[src/rtl/cpu_0_oci_pkg.sv]
// Shared geometry, trace code encodings and slot state type for the OCI
// instruction-trace packer.
package cpu_0_oci_pkg;

  localparam logic [1:0] TC_SEQ    = 2'b00;
  localparam logic [1:0] TC_TAKEN  = 2'b01;
  localparam logic [1:0] TC_NTAKEN = 2'b10;
  localparam logic [1:0] TC_EXC    = 2'b11;

  localparam int unsigned DCT_SLOTS = 15;
  localparam int unsigned DCT_W     = 30;
  localparam int unsigned DCT_CNT_W = 4;
  localparam int unsigned DROP_W    = 8;

  typedef enum logic {
    SLOT_EMPTY  = 1'b0,
    SLOT_LOADED = 1'b1
  } slot_state_t;

endpackage

[src/rtl/cpu_0_oci_pkt_slot.sv]
// One-entry valid/ready holding register between the trace accumulator and
// the trace-out path. A load while the current word is accepted chains back-to-back.
module cpu_0_oci_pkt_slot
  import cpu_0_oci_pkg::*;
(
  input  logic                 clk,
  input  logic                 reset,
  input  logic                 load,
  input  logic [DCT_W-1:0]     load_data,
  input  logic [DCT_CNT_W-1:0] load_count,
  input  logic                 pkt_ready,
  output logic                 slot_free,
  output logic                 pkt_valid,
  output logic [DCT_W-1:0]     pkt_data,
  output logic [DCT_CNT_W-1:0] pkt_count
);

  slot_state_t state;

  assign pkt_valid = (state == SLOT_LOADED);
  assign slot_free = !pkt_valid || pkt_ready;

  always_ff @(posedge clk) begin
    if (reset) begin
      state     <= SLOT_EMPTY;
      pkt_data  <= '0;
      pkt_count <= '0;
    end else if (load) begin
      state     <= SLOT_LOADED;
      pkt_data  <= load_data;
      pkt_count <= load_count;
    end else if (pkt_valid && pkt_ready) begin
      state <= SLOT_EMPTY;
    end
  end

endmodule

[src/rtl/cpu_0_nios2_oci_dct_packer.sv]
// Packs 2-bit trace codes into 30-bit words of up to 15 codes; never stalls
// the CPU, so codes that find no room are dropped and counted.
module cpu_0_nios2_oci_dct_packer
  import cpu_0_oci_pkg::*;
(
  input  logic        clk,
  input  logic        reset,
  input  logic        trace_en,
  input  logic        trace_valid,
  input  logic [1:0]  trace_code,
  input  logic        flush,
  output logic [29:0] dct_buffer,
  output logic [3:0]  dct_count,
  output logic        pkt_valid,
  output logic [29:0] pkt_data,
  output logic [3:0]  pkt_count,
  input  logic        pkt_ready,
  output logic        ovf,
  output logic [7:0]  drop_count
);

  logic                 acc;
  logic                 full;
  logic                 flush_req;
  logic                 flush_pend;
  logic                 slot_free;
  logic                 load;
  logic                 drop;
  logic [DCT_W-1:0]     post_buf;
  logic [DCT_CNT_W-1:0] post_cnt;
  logic [DCT_W-1:0]     buf_nxt;
  logic [DCT_CNT_W-1:0] cnt_nxt;

  always_comb begin
    acc       = trace_en && trace_valid;
    full      = (dct_count == DCT_CNT_W'(DCT_SLOTS));
    flush_req = flush || flush_pend;
    post_buf  = dct_buffer;
    post_cnt  = dct_count;
    load      = 1'b0;
    drop      = 1'b0;
    buf_nxt   = dct_buffer;
    cnt_nxt   = dct_count;

    if (acc && !full) begin
      post_buf = {dct_buffer[DCT_W-3:0], trace_code};
      post_cnt = dct_count + 4'd1;
    end

    // A full accumulator hands off its 15 old codes; the arriving code then
    // starts the next word rather than being appended.
    if (acc && full) begin
      if (slot_free) begin
        load    = 1'b1;
        buf_nxt = {{(DCT_W-2){1'b0}}, trace_code};
        cnt_nxt = 4'd1;
      end else begin
        drop = 1'b1;
      end
    end else begin
      load = slot_free &&
             ((post_cnt == DCT_CNT_W'(DCT_SLOTS)) || (flush_req && post_cnt != '0));
      buf_nxt = load ? '0 : post_buf;
      cnt_nxt = load ? '0 : post_cnt;
    end
  end

  always_ff @(posedge clk) begin
    if (reset) begin
      dct_buffer <= '0;
      dct_count  <= '0;
      flush_pend <= 1'b0;
      ovf        <= 1'b0;
      drop_count <= '0;
    end else begin
      dct_buffer <= buf_nxt;
      dct_count  <= cnt_nxt;
      flush_pend <= flush_req && !slot_free;
      if (drop) begin
        ovf <= 1'b1;
        if (drop_count != '1)
          drop_count <= drop_count + 8'd1;
      end
    end
  end

  cpu_0_oci_pkt_slot u_slot (
    .clk        (clk),
    .reset      (reset),
    .load       (load),
    .load_data  (post_buf),
    .load_count (post_cnt),
    .pkt_ready  (pkt_ready),
    .slot_free  (slot_free),
    .pkt_valid  (pkt_valid),
    .pkt_data   (pkt_data),
    .pkt_count  (pkt_count)
  );

endmodule

[config.mk]
export PLATFORM = sky130hd
export DESIGN_NAME = cpu_0_nios2_oci_dct_packer
export DESIGN_NICKNAME = d
export VERILOG_FILES = /design/src/rtl/cpu_0_oci_pkg.sv /design/src/rtl/cpu_0_oci_pkt_slot.sv /design/src/rtl/cpu_0_nios2_oci_dct_packer.sv
export SDC_FILE = /design/constraint.sdc
export NUM_CORES = 1
export LEC_CHECK = 0
export ABC_AREA = 1
export CAP_MARGIN = 20
export CELL_PAD_IN_SITES_DETAIL_PLACEMENT = 0
export CELL_PAD_IN_SITES_GLOBAL_PLACEMENT = 1
export CORE_UTILIZATION = 36
export CTS_BUF_LIST = sky130_fd_sc_hd__clkbuf_2 sky130_fd_sc_hd__clkbuf_4 sky130_fd_sc_hd__clkbuf_8
export DETAILED_ROUTE_END_ITERATION = 16
export GPL_TIMING_DRIVEN = 0
export HOLD_SLACK_MARGIN = 0.05
export PLACE_DENSITY = 0.93
export SLEW_MARGIN = 10
export SYNTH_ARGS = -nofsm -noshare
export SYNTH_HDL_FRONTEND = slang
export SYNTH_SLANG_ARGS = --single-unit
[constraint.sdc]
create_clock -name clk -period 2.28 [get_ports clk]
set_input_delay 0.456 -clock clk [delete_from_list [all_inputs] [get_ports clk]]
set_output_delay 0.456 -clock clk [all_outputs]
set_load 0.02 [all_outputs]
==> flow_metrics.env, run 1 <==
export IMPL_worst_path_buf_inv=4
export IMPL_met3_usage_pct=4.51
export IMPL_crit_type="in -> reg"
export IMPL_setup_viol=0
export IMPL_cp_end_kind="flip-flop"
export IMPL_synthMuxAreaShare_pct=0.798
export IMPL_core_area_sq_um=9950
export IMPL_die_area_sq_um=10900
export IMPL_wire_per_inst_um=13.0
export IMPL_place_hpwl_um=7680
export IMPL_die_width_um=104
export IMPL_grt_pass1_vias=3654
export IMPL_crit_path_start_kind="input port"
export IMPL_synth_compound_area_share_pct=13.2
export IMPL_top_level_ports=86
export IMPL_grt_max_degree=13
export IMPL_yosys_warnings=0
export IMPL_crit_family="buffers and inverters"
export IMPL_grt_usage_pct=20.2
export IMPL_final_nets=682
export IMPL_worstReg2RegStart="dct_count[0]"
export IMPL_synth_top_area_cell="dfxtp_1"
export IMPL_post_cts_setup_buffer_count=0
export IMPL_drt_iter0_markers=261
export IMPL_grt_remaining_overflow=0
export IMPL_drtPass1Iterations=5
export IMPL_synth_top_family_by_area="simple AND/OR/NAND/NOR gates"
export IMPL_crit_required_ps=2560
export IMPL_syn_area_sq_um=3760
export IMPL_slew_headroom_pct=60.5
export IMPL_use_met1_pct=26.1
export IMPL_leakage_nw=2.06
export IMPL_wirelength_um=10500
export IMPL_synthDistinctLibCells=30
export IMPL_powerDensity_nw_per_um2=663
export IMPL_io_buffers=84
export IMPL_slowest_stage="clkdlybuf4s50_1"
export IMPL_synth_fa_ha_area_share_pct=0.665
export IMPL_slowest_delay_ps=470
export IMPL_synth_cells=577
export IMPL_pwr_share_comb_pct=17.3
export IMPL_finalHoldViolCount=0
export IMPL_run_status="completed"
export IMPL_cts_tree="done"
export IMPL_worst_pin_slew_ps=592
export IMPL_arrival_ps=2350
export IMPL_synth_seq_cells=79
export IMPL_ant_nets=0
export IMPL_finalPower_mw=3.32
export IMPL_area_growth_pct=33.2
export IMPL_peakVddDrop_mv=0.278
export IMPL_synth_edf_count=0
export IMPL_drive_above_1_share_pct=7.10
export IMPL_p_int_mw=2.43
export IMPL_clock_skew_ps=6.98
export IMPL_rows=36
export IMPL_ctsHoldBuffers=0
export IMPL_clk_pin_slew_ps=80
export IMPL_crit_path_start="trace_valid"
export IMPL_nFillCells=985
export IMPL_ys_top_cells_by_area="dfxtp_1 (42%), nand2_1 (15%), nor2_1 (9.4%)"
export IMPL_ys_seq_area_share_pct=42.0
export IMPL_p_switching_mw=0.892
export IMPL_floorplan_initialDensity_pct=37.8
export IMPL_period_needed_ps=2070
export IMPL_worstPathMaxFanout=10
export IMPL_pwr_share_seq_pct=45.0
export IMPL_syn_area_per_cell_sq_um=6.52
export IMPL_period_share_pct=90.9
export IMPL_syn_nets=587
export IMPL_seq_area_sq_um=1580
export IMPL_diodes=0
export IMPL_synthSimpleGateAreaFrac_pct=31.8
export IMPL_multi_input_area_sq_um=1770
export IMPL_clock_latency_ps=350
export IMPL_grt_busiest_layer="met2"
export IMPL_yosysTopAreaCellShare_pct=42.0
export IMPL_drv_cap=0
export IMPL_switching_share_pct=26.9
export IMPL_grt_pass1_wl_um=17800
export IMPL_rsz0062_at_grt="no"
export IMPL_drv_slew=0
export IMPL_final_core_util_pct=50.4
export IMPL_htreeDepth=3
export IMPL_postCtsResizedCells=0
export IMPL_async_flop_share_pct=0
export IMPL_yosys_top_cells_count="nand2_1 (146), nor2_1 (94), dfxtp_1 (79)"
export IMPL_max_freq_mhz=482
export IMPL_p_clk_share_pct=37.7
export IMPL_hold_path_class="reg -> reg"
export IMPL_worstPathCellList="clkdlybuf4s50_1 > nand2_2 > inv_2 > nand2_2 > nand2_1 > nand2_1 > inv_1 > nand3_1 > nand2_2 > nand2_1 > nand2_2 > buf_2 > nand2_1 > a21oi_1"
export IMPL_yosysMostFrequentCell="nand2_1"
export IMPL_die_h_um=104
export IMPL_synth_xor_area_share_pct=0.465
export IMPL_clock_sinks=79
export IMPL_min_from="ovf"
export IMPL_globalRouteMet2Util_pct=33.4
export IMPL_avgViaCountPerCell=4.80
export IMPL_num_vias=3883
export IMPL_cts_max_path_buffers=2
export IMPL_drc_errors=0
export IMPL_cts_buffers_inserted=9
export IMPL_gp_congestion=0.845
export IMPL_antenna_found_initial=0
export IMPL_synth_flop_cell="dfxtp_1"
export IMPL_root_buffer="clkbuf_8"
-- power by group through the flow --
stage,registers (mW),clock network (mW),logic [mW]
2_1_floorplan,1.61,0,0.262
3_3_place_gp,1.53,0,0.567
3_5_place_dp,1.53,0,0.572
4_1_cts,1.50,1.27,0.575
5_1_grt,1.51,1.34,0.635
6_report,1.50,1.25,0.575
-- routing by layer --
metal  up-vias  share of wire (%)
li1       1979                  -
met1      1755                 46
met2       135                 47
met3        14                6.2
met4         0                1.3
met5         -                  0
-- registers in the layout (all words and copies together) (netlist names) --
name	flops
flush_pend	1
u_slot.pkt_count	4
dct_count	4
u_slot.pkt_valid	1
drop_count	8
dct_buffer	30
ovf	1
u_slot.pkt_data	30
-- stage by stage --
stage / setup WS, ps / TNS (ps) / cell area (sq um) / hold slack (ps) / instances
after floorplan: 367 / 0 / 3760 / 520 / 577
after global placement: -59.9 / -1690 / 4770 / 451 / 794
after detailed placement: -113 / -5410 / 4770 / 458 / 794
after CTS: 145 / 0 / 5000 / 479 / 809
final: 207 / 0 / 5010 / 477 / 809
after global routing: 32.3 / 0 / 5010 / 492 / 809
-- area by class of cell --
class | instances | area share (%)
clock buffer | 11 | 2.77
buffer | 34 | 3.17
clock inverter | 4 | 1.90
inverter | 69 | 5.17
timing repair buffer | 84 | 16.8
sequential | 79 | 31.6
tap | 133 | 3.32
multi-input combinational | 395 | 35.3
-- cell families after synthesis --
group	Yosys count
AOI/OAI and AO/OA	98
xor gates and xnor gates	2
adders and majority gates	2
buffers and inverters	103
DFF	79
muxes	3
and+or+nand+nor	290
-- final timing paths --
| kind | depth (start not counted) | slack (ps) | end |
|---|---|---|---|
| setup / recovery | 14 | 210 | dct_buffer[2] |
| hold / removal | 1 | 480 | ovf |
| setup reg to reg | 8 | 220 | dct_buffer[15] |
| hold reg to reg | 1 | 480 | ovf |
-- placed cells by master (no fill, tap or decap), drive strengths merged --
cell type | netlist | routed
xor2 | 2 | 2
mux2i | 3 | 3
nor3 | 3 | 3
o21a | 1 | 1
nor4 | 2 | 2
o21ai | 32 | 32
nor2 | 95 | 95
o21bai | 1 | 1
ha | 2 | 2
nand3b | 1 | 1
clkbuf | 16 | 28
dfxtp | 79 | 79
inv | 68 | 68
and3 | 2 | 2
clkinv | 1 | 2
buf | 18 | 17
a21oi | 64 | 64
nand2 | 153 | 153
nand3 | 33 | 33
bufinv | 0 | 3
nor3b | 1 | 1
clkdlybuf4s50 | 0 | 84
Note: power is estimated with default switching activity, not from simulation.
==> run 2: changes to the inputs <==
Settings changed: CTS_CLUSTER_DIAMETER set to 40.
==> results of run 2 <==
Final layout, timing and power as in run 1 (identical DEF).
